### src/rtl/mul23_pkg.sv
`default_nettype none
// ============================================================================
// Module      : mul23_pkg
// Description : Shared widths, MISR taps and serializer state encoding for the
//               mul23 result path.
// Revision    : 1.0 - initial release
// ============================================================================
package mul23_pkg;

    localparam int RES_W = 46;
    localparam logic [RES_W-1:0] MISR_POLY_DEFAULT = 46'h21;

    typedef enum logic [0:0] {
        IDLE  = 1'b0,
        SHIFT = 1'b1
    } state_t;

endpackage
`default_nettype wire

### src/rtl/misr.sv
`default_nettype none
// ============================================================================
// Module      : misr
// Description : Multiple-input signature register; folds din into sig when en.
// Revision    : 1.0 - initial release
// ============================================================================
module misr
    import mul23_pkg::*;
#(
    parameter int               WIDTH = RES_W,
    parameter logic [WIDTH-1:0] POLY  = MISR_POLY_DEFAULT,
    parameter logic [WIDTH-1:0] SEED  = '0
) (
    input  logic             clk,
    input  logic             rst,
    input  logic             en,
    input  logic [WIDTH-1:0] din,
    output logic [WIDTH-1:0] sig
);

    logic [WIDTH-1:0] r_sig;
    logic [WIDTH-1:0] w_sig_next;

    // MSB leaves the register and, when set, injects the feedback taps.
    always_comb begin
        w_sig_next = {r_sig[WIDTH-2:0], 1'b0} ^ (r_sig[WIDTH-1] ? POLY : '0) ^ din;
    end

    always_ff @(posedge clk or posedge rst) begin
        if (rst) begin
            r_sig <= SEED;
        end else if (en) begin
            r_sig <= w_sig_next;
        end
    end

    assign sig = r_sig;

endmodule
`default_nettype wire

### src/rtl/product_serializer.sv
`default_nettype none
// ============================================================================
// Module      : product_serializer
// Description : Captures a compressor result word, shifts it out LSB-first with
//               backpressure, and compacts every captured word into a MISR.
// Revision    : 1.0 - initial release
// ============================================================================
module product_serializer
    import mul23_pkg::*;
#(
    parameter int               WIDTH = RES_W,
    parameter logic [WIDTH-1:0] POLY  = MISR_POLY_DEFAULT,
    parameter logic [WIDTH-1:0] SEED  = '0,
    parameter int               CNT_W = 16
) (
    input  logic             clk,
    input  logic             rst,
    input  logic [WIDTH-1:0] dst,
    input  logic             load_valid,
    output logic             load_ready,
    output logic             sout,
    output logic             sout_valid,
    input  logic             sout_ready,
    output logic             sout_last,
    output logic [WIDTH-1:0] sig,
    output logic [CNT_W-1:0] vec_count
);

    localparam int BIT_W = $clog2(WIDTH);
    localparam logic [BIT_W-1:0] C_LAST_BIT = BIT_W'(WIDTH - 1);

    state_t           r_state;
    logic [WIDTH-1:0] r_shreg;
    logic [BIT_W-1:0] r_bitcnt;
    logic [CNT_W-1:0] r_vec_count;
    logic             w_capture;
    logic             w_is_last;

    assign w_capture = (r_state == IDLE) && load_valid;
    assign w_is_last = (r_bitcnt == C_LAST_BIT);

    always_ff @(posedge clk or posedge rst) begin
        if (rst) begin
            r_state     <= IDLE;
            r_shreg     <= '0;
            r_bitcnt    <= '0;
            r_vec_count <= '0;
        end else begin
            case (r_state)
                IDLE: begin
                    if (load_valid) begin
                        r_shreg     <= dst;
                        r_bitcnt    <= '0;
                        r_vec_count <= r_vec_count + CNT_W'(1);
                        r_state     <= SHIFT;
                    end
                end
                SHIFT: begin
                    if (sout_ready) begin
                        if (w_is_last) begin
                            // Cleared so sout idles low between words.
                            r_shreg <= '0;
                            r_state <= IDLE;
                        end else begin
                            r_shreg  <= r_shreg >> 1;
                            r_bitcnt <= r_bitcnt + BIT_W'(1);
                        end
                    end
                end
                default: r_state <= IDLE;
            endcase
        end
    end

    assign load_ready = (r_state == IDLE);
    assign sout       = r_shreg[0];
    assign sout_valid = (r_state == SHIFT);
    assign sout_last  = (r_state == SHIFT) && w_is_last;
    assign vec_count  = r_vec_count;

    misr #(
        .WIDTH (WIDTH),
        .POLY  (POLY),
        .SEED  (SEED)
    ) u_misr (
        .clk (clk),
        .rst (rst),
        .en  (w_capture),
        .din (dst),
        .sig (sig)
    );

endmodule
`default_nettype wire

### config.mk
export PLATFORM = sky130hd
export DESIGN_NAME = product_serializer
export DESIGN_NICKNAME = d
export VERILOG_FILES = /design/src/rtl/mul23_pkg.sv /design/src/rtl/misr.sv /design/src/rtl/product_serializer.sv
export SDC_FILE = /design/constraint.sdc
export NUM_CORES = 1
export LEC_CHECK = 0
export BUFFER_PORTS_ARGS = -buffer_cell sky130_fd_sc_hd__buf_2
export CAP_MARGIN = 20
export CORE_UTILIZATION = 55
export DETAILED_ROUTE_END_ITERATION = 8
export GPL_TIMING_DRIVEN = 0
export HOLD_SLACK_MARGIN = 0.02
export PLACE_DENSITY = 0.81
export SYNTH_ARGS = -nofsm -noshare
export SYNTH_HDL_FRONTEND = slang
export SYNTH_SLANG_ARGS = --single-unit
### constraint.sdc
create_clock -name clk -period 4.65 [get_ports clk]
set_input_delay 1.1625 -clock clk [delete_from_list [all_inputs] [get_ports clk]]
set_output_delay 1.1625 -clock clk [all_outputs]
set_load 0.01 [all_outputs]
# [Yosys cells after proc, flatten, opt, wreduce, memory -nomap -nowiden]
# Index checks and enable logic that the tools add are counted.
[op_classes] addsub=2 n_eq_ne=4 n_mux=13 n_bitwise=3 n_reduce_logical=5
[ops] operator="46-bit 2-to-1 mux" n=2
[ops] operator="46-bit case mux with 2 select lines" n=1
[ops] operator="46-bit XOR" n=2
[ops] operator="45-bit 2-to-1 mux" n=1
[ops] operator="6-bit 2-to-1 mux" n=4
[ops] operator="16-bit by 1-bit adder with 16-bit output, second input constant" n=1
[ops] operator="6-bit case mux with 2 select lines" n=1
[ops] operator="6-bit by 1-bit adder with 6-bit output, second input constant" n=1
[ops] operator="6-bit == test, second input constant" n=1
[ops] operator="2-bit inequality test, second input constant" n=3
[ops] operator="2-bit AND reduction" n=2
[ops] operator="1-bit 2-to-1 mux" n=3
[ops] operator="3-bit AND reduction" n=1
[ops] operator="1-bit logical AND" n=2
[ops] operator="1-bit case mux with 2 select lines" n=1
[ops] operator="1-bit NOT" n=1
[word_totals] register_bits=115 input_bits=50 output_inout_bits=66 wordCells=32

# [Longest topological paths before layout]
# Gate-level depths: netlist (run 1).
[logic_depth] depth_word=4 mapped_depth=7 depth_no_buf=6

# [Cells and area by module]
# From an unflattened synthesis (run 1), not the netlist that was laid out.
[unflattened] hier_cells=552 hier_area_um2=5430.2
[modules_own_cells] module="product_serializer" instances=1 cells_each=358 area_per_inst_um2=3398.3 seq_area_each_um2=1726.7
[modules_own_cells] module="misr" instances=1 cells_each=194 area_per_inst_um2=2031.9 seq_area_each_um2=1151.1

# [Worst setup path after synthesis (run 1)]
# No wires, ideal clock.
[synth_path] kind="register to output" startpoint="register r_state (netlist: sout_valid)" endpoint="output sout_last" t_arrival_ns=0.983 required_time_ns=3.488 setup_slack_ns=2.504 path_stages_with_launch=5 path_buffers=2 cell_sequence="dfrtp_1 buf_4 nand3_1 nor2_1 buf_2"
[synth_via] elab_chain_cells=1
[synth_rtl] item="start, declared" line="product_serializer.sv:32" rtl="state_t r_state;"
[synth_rtl] item="start signal, assigned" line="product_serializer.sv:44" rtl="r_state <= IDLE;"
[synth_rtl] item="start signal, assigned" line="product_serializer.sv:55" rtl="r_state <= SHIFT;"
[synth_rtl] item="start signal, assigned" line="product_serializer.sv:63" rtl="r_state <= IDLE;"
[synth_rtl] item="1-bit logical AND" line="product_serializer.sv:78" rtl="assign sout_last = (r_state == SHIFT) && w_is_last;"
[synth_rtl] item="end, declared" line="product_serializer.sv:24" rtl="output logic sout_last,"
# No other way between the ends.

# [Worst setup path in the final report (run 1)]
[layout_path] startpoint="register r_bitcnt[1]" endpoint="output sout_last"
[layout_via] elab_chain_cells=2
[layout_rtl] item="start, declared" line="product_serializer.sv:34" rtl="logic [BIT_W-1:0] r_bitcnt;"
[layout_rtl] item="start signal, assigned" line="product_serializer.sv:66" rtl="r_bitcnt <= r_bitcnt + BIT_W'(1);"
[layout_rtl] item="6-bit == test" line="product_serializer.sv:40" rtl="assign w_is_last = (r_bitcnt == C_LAST_BIT);"
[layout_rtl] item="1-bit logical AND" line="product_serializer.sv:78"
# No other way between the ends.

==> results of run 1 <==
-- power groups by stage --
| stage | Sequential [µW] | Clock (µW) | Combinational [µW] |
|---|---|---|---|
| floorplan | 1680 | 0 | 821 |
| CTS | 1620 | 1240 | 1350 |
| global route | 1670 | 1280 | 1490 |
| global placement | 1610 | 0 | 1280 |
| detailed placement | 1630 | 0 | 1340 |
| finish | 1620 | 1220 | 1340 |
-- Yosys cell counts, types with 2 or more instances --
cell | number | share of area (%)
sky130_fd_sc_hd__o31ai_1 | 47 | 6.6
sky130_fd_sc_hd__ha_1 | 3 | 0.70
sky130_fd_sc_hd__nand2_1 | 104 | 7.3
sky130_fd_sc_hd__o21ai_0 | 51 | 4.7
sky130_fd_sc_hd__nor2_1 | 6 | 0.42
sky130_fd_sc_hd__mux2i_1 | 46 | 8.6
sky130_fd_sc_hd__inv_1 | 3 | 0.21
sky130_fd_sc_hd__xnor2_1 | 60 | 9.8
sky130_fd_sc_hd__buf_6 | 4 | 0.84
sky130_fd_sc_hd__a21oi_1 | 2 | 0.19
sky130_fd_sc_hd__nand3_1 | 8 | 0.74
sky130_fd_sc_hd__nand4_1 | 4 | 0.47
sky130_fd_sc_hd__buf_2 | 19 | 1.8
sky130_fd_sc_hd__buf_4 | 2 | 0.28
sky130_fd_sc_hd__xor2_1 | 2 | 0.33
sky130_fd_sc_hd__clkbuf_1 | 6 | 0.42
sky130_fd_sc_hd__and4_1 | 3 | 0.49
sky130_fd_sc_hd__and2_1 | 2 | 0.23
sky130_fd_sc_hd__dfrtp_1 | 115 | 54
-- state kept, by name, indices dropped and copies added (netlist names) --
register,cells
sout_valid,1
u_misr.sig,46
r_bitcnt,6
vec_count,16
r_shreg,46
-- metrics by stage --
step	hold WS, ns	setup WS [ns]	setup TNS [ns]	util (%)	instance area [µm²]
final	0.472	1.70	0	71.5	6700
after global routing	0.481	1.58	0	71.5	6700
after CTS	0.476	1.69	0	71.5	6700
after detailed placement	0.466	2.26	0	65.6	6140
after global placement	0.456	-0.790	-90.12	65.2	6110
after floorplan	0.448	0.443	0	-	5380
-- per-layer routing --
layer	track usage, %	routed length [µm]
met1	33.2	5450
met4	10.0	165
met3	5.41	396
met5	0	0
met2	43.6	6190
-- logic make-up after synthesis --
| logic type | share of synthesized area, % |
|---|---|
| adder cells (fa/ha/maj) | 0.698 |
| buffers and inverters | 3.65 |
| multiplexers | 9.19 |
| AO/OA/AOI/OAI | 12.0 |
| AND/OR/NAND/NOR | 10.9 |
| flip-flops | 53.5 |
| XOR/XNOR | 10.1 |
-- critical path: cells and delay by family (launching register included) --
family / cells / cell delay [ns]
DFF: 1 / 0.41
buffers and inverters: 3 / 0.49
and+or+nand+nor: 2 / 0.23
adders and majority gates: 1 / 0.13
-- path summary, 6_finish.rpt --
kind	startpoint	endpoint	slack, ns	cells past startpoint
setup / recovery	r_bitcnt[1]$_DFFE_PP0P_	sout_last	1.70	6
hold / removal	vec_count[15]$_DFFE_PP0P_	vec_count[15]$_DFFE_PP0P_	0.47	1
setup reg to reg	r_bitcnt[1]$_DFFE_PP0P_	r_shreg[21]$_DFFE_PP0P_	2.99	7
hold reg to reg	vec_count[15]$_DFFE_PP0P_	vec_count[15]$_DFFE_PP0P_	0.47	1
max in group asynchronous	rst	r_shreg[29]$_DFFE_PP0P_	3.14	3
min in group asynchronous	rst	u_misr.sig[10]$_DFFE_PP0P_	0.78	2
-- area by class of cell --
class | instances | area (µm²) | share of cell area, %
Buffer | 32 | 185 | 2.76
Clock buffer | 20 | 445 | 6.65
Clock inverter | 10 | 109 | 1.62
Multi-Input combinational cell | 350 | 2300 | 34.4
Inverter | 3 | 13.8 | 0.205
Tap cell | 129 | 161 | 2.41
Sequential cell | 115 | 2880 | 43.0
Timing Repair Buffer | 116 | 603 | 9.00
==> insert_results.sql, run 1 <==
INSERT INTO impl_metrics (metric_group, metric, value, unit) VALUES
('detailed_routing', 'routed_wl', '12200', 'µm'),
('power', 'share_clk_of_total_power', '29.2', '%'),
('power', 'power_density', '624', 'nW/µm²'),
('detailed_routing', 'drcViolationCount', '0', ''),
('final_layout', 'final_cell_mix', 'sky130_fd_sc_hd__buf_2 (134), sky130_fd_sc_hd__dfrtp_1 (115), sky130_fd_sc_hd__nand2_1 (104)', ''),
('detailed_routing', 'drt_antenna_net_count', '0', ''),
('place', 'gp_congestion', '0.818', ''),
('timing', 'period_minus_slack', '2.95', 'ns'),
('floorplanning', 'die_w', '101', 'µm'),
('timing', 'timing.max_slew.rel_slack', '51.2', '%'),
('timing', 'period_share', '63.4', '%'),
('hold_path', 'min_path_type', 'reg -> reg', ''),
('worst_setup_path', 'timing.setup.critical_path_class', 'reg -> out', ''),
('grt', 'grt_pass1_wl', '20200', 'µm'),
('logic_synthesis', 'async_flop_share', '100', '%'),
('power', 'leakagePower', '0.00343', 'µW'),
('detailed_routing', 'route.vias.total', '4140', ''),
('flow_run', 'max_cap_violations', '0', ''),
('timing', 'setup-violations-final', '0', ''),
('final_layout', 'antenna_cells', '0', ''),
('logic_synthesis', 'synth_nets', '553', ''),
('final_layout', 'post_layout_nets', '688', ''),
('worst_setup_path', 'wp_data_required', '3.49', 'ns'),
('power', 'switching_share', '34.7', '%'),
('final_layout', 'fill_cells', '728', ''),
('worst_setup_path', 'crit_path_top_delay_cell', 'sky130_fd_sc_hd__dfrtp_1', ''),
('detailed_routing', 'drt_pre_antenna_iters', '4', ''),
('clock_tree', 'postCtsHoldBufs', '0', ''),
('floorplanning', 'num_io_pins', '116', ''),
('clock_tree', 'tritoncts.num_buffers', '17', ''),
('clock_tree', 'worst_skew_pair.late_latency', '0.52', 'ns'),
('timing', 'grt_setup_unrepaired', 'no', ''),
('worst_setup_path', 'cp.arrival', '1.78', 'ns'),
('floorplanning', 'design.die.area', '10200', 'µm²'),
('detailed_routing', 'initialDrtViolationCount', '132', ''),
('logic_synthesis', 'mapped_cells', '500', ''),
('clock_tree', 'htreeDepth', '4', ''),
('floorplanning', 'fp.coreArea', '9370', 'µm²'),
('worst_setup_path', 'timing.critical_path.slowest_cell_delay', '0.41', 'ns'),
('status', 'outcome', 'finished clean', ''),
('clock_tree', 'cts_resized', '0', ''),
('final_layout', 'post_layout_cell_count', '775', ''),
('clock_tree', 'ctsRootBufferMaster', 'sky130_fd_sc_hd__clkbuf_8', ''),
('worst_setup_path', 'worstSetupStartpointType', 'flop', ''),
('grt', 'grt_resource_usage_total', '26.0', '%'),
('clock_tree', 'tritoncts', 'yes', ''),
('logic_synthesis', 'synth_seq_cells', '115', ''),
('grt', 'globalRouteOverflowTotal', '0', ''),
('clock_tree', 'post_cts_buffers', '0', ''),
('clock_tree', 'max-clock-path-buffers', '2', ''),
('logic_synthesis', 'synth_top_flop_cell', 'sky130_fd_sc_hd__dfrtp_1', ''),
('timing', 'maxClockFrequency', '0.339', 'GHz'),
('worst_setup_path', 'critPathCaptureType', 'output pin', ''),
('worst_setup_path', 'crit_path_max_fanout', '10', ''),
('power', 'share_comb_of_total_power', '31.9', '%'),
('timing', 'tightest_slew', '0.732', 'ns'),
('floorplanning', 'floorplan.initialDensity', '57.4', '%'),
('clock_tree', 'cts_sinks', '115', ''),
('logic_synthesis', 'yosysUniqueCellTypes', '32', ''),
('logic_synthesis', 'synth_edf_count', '0', ''),
('detailed_routing', 'route.detailed.vias_per_inst', '5.34', ''),
('final_layout', 'post_route_cells_drive_above_1_share', '27.7', '%'),
('grt', 'antenna_found_initial', '0', ''),
('clock_tree', 'cts.clk_slew.worst_paths', '0.05', 'ns'),
('power', 'power.net_switching', '1450', 'µW'),
('power', 'share_seq_of_total_power', '38.8', '%'),
('grt', 'number_of_global_route_vias_before_repair', '4121', ''),
('worst_setup_path', 'timing.critical_path.cells', 'inv_1, ha_1, nand3_1, nor2_1, buf_2, buf_2', ''),
('power', 'overall_power', '4180', 'µW'),
('place', 'place_inst', '745', ''),
('place', 'detailedPlacementHpwl', '8450', 'µm');
(Power assumes the default switching activity.)
==> inputs of run 2 (changes only) <==
CORE_UTILIZATION = 49   (was 55)
PLACE_DENSITY = 0.76   (was 0.81)
clock period = 2.6 ns   (was 4.65 ns; I/O delays follow)
==> run 2 against run 1 <==
  * Count of clock-buffer cells in the layout rose by 2
  * Sequential share of layout area fell by 0.44 points
  * Core utilization fell by 6.8 points
  * Cell area rose by 1.0%
  * Die area rose by 12%
  * Global-route usage fell by 3.1 points
  * Register-to-register slack got worse by 2.0 ns
  * Final cell count rose by 1.2%
  * Routed wire length fell by 0.63%
  * Clock skew fell by 0.00090 ns
  * Clock power rose by 93%
==> insert_results.sql, run 2 (synthesis results as in run 1) <==
INSERT INTO impl_metrics (metric_group, metric, value, unit) VALUES
('floorplanning', 'design.die.area', '11400', 'µm²'),
('clock_tree', 'worst_skew_pair.late_latency', '0.52', 'ns'),
('place', 'place_inst', '753', ''),
('timing', 'slew_viol_final', '0', ''),
('floorplanning', 'die_w', '107', 'µm'),
('flow_run', 'max_cap_violations', '0', ''),
('floorplanning', 'die_height', '107', 'µm'),
('clock_tree', 'max-clock-path-buffers', '2', ''),
('grt', 'grt_resource_usage_total', '22.9', '%'),
('worst_setup_path', 'r2r_cells', '6', ''),
('clock_tree', 'cts_resized', '0', ''),
('place', 'dpl-instance-area', '6170', 'µm²'),
('worst_setup_path', 'worstSetupStartpointType', 'flop', ''),
('timing', 'maxClockFrequency', '0.413', 'GHz'),
('detailed_routing', 'route.detailed.wl_per_inst', '15.5', 'µm'),
('timing', 'setup-violations-final', '0', ''),
('detailed_routing', 'initialDrtViolationCount', '204', ''),
('grt', 'grt_pass1_wl', '20200', 'µm'),
('final_layout', 'final_area', '6770', 'µm²'),
('detailed_routing', 'routed_wl', '12100', 'µm'),
('clock_tree', 'cts.clk_slew.worst_paths', '0.06', 'ns'),
('clock_tree', 'ctsRootBufferMaster', 'sky130_fd_sc_hd__clkbuf_8', ''),
('power', 'power.net_switching', '2600', 'µW'),
('floorplanning', 'num_io_pins', '116', ''),
('timing', 'grt_setup_unrepaired', 'no', ''),
('worst_setup_path', 'critPathCaptureType', 'output pin', ''),
('timing', 'skew_final', '0.00758', 'ns'),
('timing', 'period_share', '93.1', '%'),
('final_layout', 'final_cell_mix', 'sky130_fd_sc_hd__buf_2 (134), sky130_fd_sc_hd__dfrtp_1 (115), sky130_fd_sc_hd__nand2_1 (104)', ''),
('power', 'share_seq_of_total_power', '38.1', '%'),
('floorplanning', 'std_cell_rows', '37', ''),
('power', 'switching_share', '34.0', '%'),
('power', 'ir_worst_vdd', '0.000477', 'V'),
('floorplanning', 'floorplan.initialDensity', '51.4', '%'),
('power', 'power_density', '1130', 'nW/µm²'),
('grt', 'largest_net_degree_at_the_start_of_global_routing', '44', ''),
('clock_tree', 'tritoncts.num_buffers', '17', ''),
('timing', 'period_minus_slack', '2.42', 'ns'),
('floorplanning', 'fp.coreArea', '10500', 'µm²'),
('detailed_routing', 'drt_pre_antenna_iters', '4', ''),
('final_layout', 'post_layout_cell_count', '784', ''),
('final_layout', 'fill_cells', '890', ''),
('final_layout', 'post_layout_nets', '689', ''),
('worst_setup_path', 'worst-r2r-setup-slack', '0.96', 'ns'),
('power', 'overall_power', '7640', 'µW'),
('final_layout', 'antenna_cells', '0', ''),
('place', 'gp_congestion', '0.763', ''),
('timing', 'tightest_slew', '0.734', 'ns'),
('final_layout', 'post_route_cells_drive_above_1_share', '27.9', '%'),
('detailed_routing', 'route.vias.total', '4170', ''),
('clock_tree', 'cts_sinks', '115', ''),
('status', 'outcome', 'finished clean', ''),
('detailed_routing', 'route.detailed.vias_per_inst', '5.32', ''),
('clock_tree', 'htreeDepth', '4', ''),
('clock_tree', 'postCtsHoldBufs', '0', ''),
('grt', 'globalRouteOverflowTotal', '0', ''),
('power', 'leakagePower', '0.00344', 'µW'),
('clock_tree', 'tritoncts', 'yes', ''),
('place', 'detailedPlace.worstSlack', '0.727', 'ns'),
('grt', 'antenna_found_initial', '0', ''),
('power', 'share_comb_of_total_power', '31.1', '%'),
('grt', 'number_of_global_route_vias_before_repair', '4161', ''),
('final_layout', 'mostFrequentLayoutCell', 'sky130_fd_sc_hd__buf_2', ''),
('worst_setup_path', 'cp.arrival', '1.77', 'ns'),
('timing', 'setup_tns', '0', 'ns'),
('timing', 'timing.max_slew.rel_slack', '51.0', '%'),
('timing', 'finalHoldViolCount', '0', ''),
('power', 'p_int', '5050', 'µW'),
('worst_setup_path', 'timing.setup.critical_path_class', 'reg -> out', ''),
('final_layout', 'area_delta_synth_final', '25.8', '%'),
('power', 'share_clk_of_total_power', '30.9', '%'),
('detailed_routing', 'drcViolationCount', '0', ''),
('worst_setup_path', 'wp_data_required', '1.95', 'ns'),
('hold_path', 'min_path_type', 'in -> async', ''),
('place', 'detailedPlacementHpwl', '8600', 'µm'),
('worst_setup_path', 'crit_path_max_fanout', '10', ''),
('timing', 'smallest_setup_slack_after_layout', '0.180', 'ns'),
('clock_tree', 'post_cts_buffers', '0', ''),
('place', 'place.port_buffers', '115', ''),
('detailed_routing', 'drt_antenna_net_count', '0', '');
-- run 2: changes by cell type in the layout (fill, tap and decap cells not counted), sizes merged --
cell	delta
clkinvlp	+2
bufinv	+1
buf	+1
clkinv	-2
clkbuf	+2
inv	-2
-- run 2: cell type report --
cell class | instances | area (µm²) | area share [%]
buffer | 32 | 185 | 2.74
clock buffer | 22 | 473 | 6.99
clock inverter | 9 | 128 | 1.89
inverter | 3 | 15.0 | 0.222
multi-input combinational | 350 | 2300 | 34.0
sequential | 115 | 2880 | 42.5
tap | 136 | 170 | 2.51
timing repair buffer | 117 | 616 | 9.10
-- run 2: stage by stage --
stage	utilization, %	hold slack (ns)
finish	64.7	0.248
global route	64.7	0.299
CTS	64.7	0.261
detailed placement	58.9	0.465
global placement	58.6	0.456
floorplan	-	0.448
-- run 2: final timing paths --
| check | startpoint | endpoint |
|---|---|---|
| min in group clk | sout_ready | sout_valid$_DFF_PP0_ |
| worst min-delay path | rst | u_misr.sig[13]$_DFFE_PP0P_ |
| worst min register to register | vec_count[15]$_DFFE_PP0P_ | vec_count[15]$_DFFE_PP0P_ |
| worst max register to register | r_bitcnt[0]$_DFFE_PP0P_ | r_shreg[13]$_DFFE_PP0P_ |
| max in group asynchronous | rst | sout_valid$_DFF_PP0_ |
| worst max-delay path | r_bitcnt[1]$_DFFE_PP0P_ | sout_last |
-- run 2: worst max-delay path: stages (launching register included) --
cell	delay, ns
sky130_fd_sc_hd__dfrtp_1	0.41
sky130_fd_sc_hd__inv_1	0.08
sky130_fd_sc_hd__ha_1	0.14
sky130_fd_sc_hd__nand3_1	0.10
sky130_fd_sc_hd__nor2_1	0.12
sky130_fd_sc_hd__buf_2	0.23
sky130_fd_sc_hd__buf_2	0.17
-- run 2: per-layer routing --
layer / GRT usage, % / vias up / share of wire, %
met2: 36.1 / 92 / 48
met5: 0 / - / 0
met3: 5.71 / 21 / 4.1
met4: 8.71 / 0 / 1.4
met1: 30.5 / 2062 / 47
li1: - / 1995 / -
-- run 2: power by group through the flow --
stage | registers, µW | clock network (µW) | logic, µW
finish | 2910 | 2360 | 2380
global placement | 2890 | 0 | 2290
CTS | 2900 | 2380 | 2410
floorplan | 3010 | 0 | 1470
detailed placement | 2930 | 0 | 2390
global route | 2990 | 2470 | 2670
==> inputs of run 3 (changes only) <==
SETUP_SLACK_MARGIN = 0.3   (was unset)
==> run 3 against run 2 <==
  * Critical path type unchanged
  * Maximum frequency is 5.0% higher
  * Register-to-register slack got worse by 0.09 ns
  * Worst hold slack gained 0.0040 ns
==> insert_results.sql, run 3 (synthesis results as in run 1) <==
INSERT INTO impl_metrics (metric_group, metric, value, unit) VALUES
('detailed_routing', 'initialDrtViolationCount', '185', ''),
('worst_setup_path', 'worstSetupStartpointType', 'flop', ''),
('clock_tree', 'worst_skew_pair.late_latency', '0.51', 'ns'),
('timing', 'skew_final', '0.00911', 'ns'),
('floorplanning', 'num_io_pins', '116', ''),
('worst_setup_path', 'crit_path_top_delay_cell', 'sky130_fd_sc_hd__dfrtp_1', ''),
('final_layout', 'final_cell_mix', 'sky130_fd_sc_hd__buf_2 (132), sky130_fd_sc_hd__dfrtp_1 (115), sky130_fd_sc_hd__nand2_1 (104)', ''),
('clock_tree', 'max-clock-path-buffers', '2', ''),
('floorplanning', 'floorplan.initialDensity', '51.4', '%'),
('clock_tree', 'cts_sinks', '115', ''),
('floorplanning', 'fp.coreArea', '10500', 'µm²'),
('clock_tree', 'tritoncts', 'yes', ''),
('final_layout', 'antenna_cells', '0', ''),
('grt', 'globalRouteOverflowTotal', '0', ''),
('grt', 'number_of_global_route_vias_before_repair', '4179', ''),
('power', 'leakagePower', '0.00346', 'µW'),
('timing', 'tightest_slew', '0.733', 'ns'),
('worst_setup_path', 'critical_path.reg2reg.endpoint', 'r_shreg[13]$_DFFE_PP0P_', ''),
('place', 'gp_congestion', '0.763', ''),
('timing', 'maxClockFrequency', '0.434', 'GHz'),
('detailed_routing', 'route.detailed.vias_per_inst', '5.32', ''),
('timing', 'finalHoldViolCount', '0', ''),
('timing', 'setup-violations-final', '0', ''),
('worst_setup_path', 'worstPathBufferInverterCount', '3', ''),
('flow_run', 'max_cap_violations', '0', ''),
('clock_tree', 'tritoncts.num_buffers', '17', ''),
('final_layout', 'layout.core_utilization', '65.4', '%'),
('detailed_routing', 'drcViolationCount', '0', ''),
('detailed_routing', 'drt_pre_antenna_iters', '4', ''),
('final_layout', 'post_layout_nets', '693', ''),
('final_layout', 'post_route_cells_drive_above_1_share', '29.0', '%'),
('detailed_routing', 'routed_wl', '12400', 'µm'),
('floorplanning', 'std_cell_rows', '37', ''),
('power', 'power_density', '1130', 'nW/µm²'),
('grt', 'largest_net_degree_at_the_start_of_global_routing', '44', ''),
('final_layout', 'area_delta_synth_final', '27.3', '%'),
('power', 'ir_worst_vdd', '0.000452', 'V'),
('final_layout', 'mostFrequentLayoutCell', 'sky130_fd_sc_hd__buf_2', ''),
('worst_setup_path', 'crit-reg2reg-launch', 'r_bitcnt[1]$_DFFE_PP0P_', ''),
('worst_setup_path', 'crit_path_max_fanout', '5', ''),
('clock_tree', 'ctsRootBufferMaster', 'sky130_fd_sc_hd__clkbuf_8', ''),
('worst_setup_path', 'wp_data_required', '1.95', 'ns'),
('worst_setup_path', 'critPathLaunch', 'r_bitcnt[1]$_DFFE_PP0P_', ''),
('place', 'detailedPlacementHpwl', '8600', 'µm'),
('final_layout', 'final_area', '6840', 'µm²'),
('worst_setup_path', 'worst_setup_path_endpoint', 'sout_last', ''),
('timing', 'setup_tns', '0', 'ns'),
('grt', 'grt_pass1_wl', '20400', 'µm'),
('worst_setup_path', 'worst-r2r-setup-slack', '0.87', 'ns'),
('worst_setup_path', 'crit_family', 'flip-flops', ''),
('status', 'outcome', 'finished clean', ''),
('timing', 'timing.max_slew.rel_slack', '51.0', '%'),
('worst_setup_path', 'cp_common_cell', 'sky130_fd_sc_hd__buf_6', ''),
('worst_setup_path', 'r2r_cells', '7', ''),
('detailed_routing', 'route.detailed.wl_per_inst', '15.8', 'µm'),
('grt', 'grt_resource_usage_total', '23.0', '%'),
('clock_tree', 'htreeDepth', '4', ''),
('grt', 'antenna_found_initial', '0', ''),
('detailed_routing', 'drt_antenna_net_count', '0', ''),
('place', 'place.port_buffers', '115', ''),
('timing', 'slew_viol_final', '0', ''),
('worst_setup_path', 'timing.setup.critical_path_class', 'reg -> out', ''),
('floorplanning', 'die_w', '107', 'µm'),
('clock_tree', 'cts.clk_slew.worst_paths', '0.06', 'ns'),
('place', 'dpl-instance-area', '6170', 'µm²'),
('timing', 'grt_setup_unrepaired', 'yes', ''),
('worst_setup_path', 'critPathCaptureType', 'output pin', ''),
('place', 'detailedPlace.worstSlack', '0.727', 'ns'),
('hold_path', 'min_path_type', 'in -> async', ''),
('worst_setup_path', 'critical_path_depth', '6', ''),
('timing', 'smallest_setup_slack_after_layout', '0.295', 'ns'),
('worst_setup_path', 'timing.critical_path.slowest_cell_delay', '0.43', 'ns'),
('detailed_routing', 'route.vias.total', '4189', ''),
('timing', 'period_minus_slack', '2.30', 'ns'),
('timing', 'hold_ws', '0.252', 'ns'),
('floorplanning', 'die_height', '107', 'µm'),
('worst_setup_path', 'timing.critical_path.cells', 'inv_1, ha_2, nand3_4, nor2_4, buf_6, buf_6', ''),
('worst_setup_path', 'cp.arrival', '1.65', 'ns'),
('timing', 'period_share', '88.6', '%'),
('floorplanning', 'design.die.area', '11400', 'µm²');
## run 3: report_power, final
group / leakage (µW) / switching (µW) / internal, µW
sequential: 0.00149 / 522 / 2400
combinational: 0.00168 / 1330 / 1160
clock: 0.000289 / 801 / 1550
## run 3: metrics by stage
step | instances | total power (µW)
2_1_floorplan | 500 | 4480
3_3_place_gp | 751 | 5180
3_5_place_dp | 753 | 5320
4_1_cts | 785 | 7710
5_1_grt | 788 | 8260
6_report | 788 | 7760
## run 3: metal layers
metal	GRT usage, %	vias to the layer above	routed length (µm)
met3	5.78	18	537
met5	0	-	0
met2	36.4	99	6010
li1	-	2000	-
met1	30.6	2072	5710
met4	8.90	0	176
## run 3: what timing repair did
| action | in CTS | in global routing |
|---|---|---|
| hold endpoints to repair | 0 | 0 |
| endpoints found under the setup margin | 1 | 2 |
| gates resized for setup | 1 | 10 |
| pin swaps | 0 | 1 |
| setup buffers | 1 | 3 |
| hold buffers | 0 | 0 |
## run 3: worst min path at each step
stage | startpoint | endpoint | cells past startpoint
final | rst | u_misr.sig[13]$_DFFE_PP0P_ | 2
after global routing | rst | u_misr.sig[13]$_DFFE_PP0P_ | 2
after CTS | rst | u_misr.sig[13]$_DFFE_PP0P_ | 2
after detailed placement | vec_count[15]$_DFFE_PP0P_ | vec_count[15]$_DFFE_PP0P_ | 1
after global placement | vec_count[15]$_DFFE_PP0P_ | vec_count[15]$_DFFE_PP0P_ | 1
after floorplan | r_shreg[10]$_DFFE_PP0P_ | r_shreg[10]$_DFFE_PP0P_ | 2
## run 3: layout make-up
cell class | instances | area [µm²]
plain buffers | 32 | 199
repair buffers | 121 | 652
clock inverters | 9 | 128
inverters | 3 | 18.8
well taps | 136 | 170
clock buffers | 22 | 473
multi-input cells | 350 | 2330
flip-flops and latches | 115 | 2880
fillers | 881 | 3620
## run 3: worst register-to-register path, delay by kind of cell (launching register included)
family | cells | cell delay (ns)
buf+inv | 3 | 0.64
compound gates | 1 | 0.12
simple gates | 2 | 0.21
flops | 1 | 0.43
fa+ha+maj | 1 | 0.19
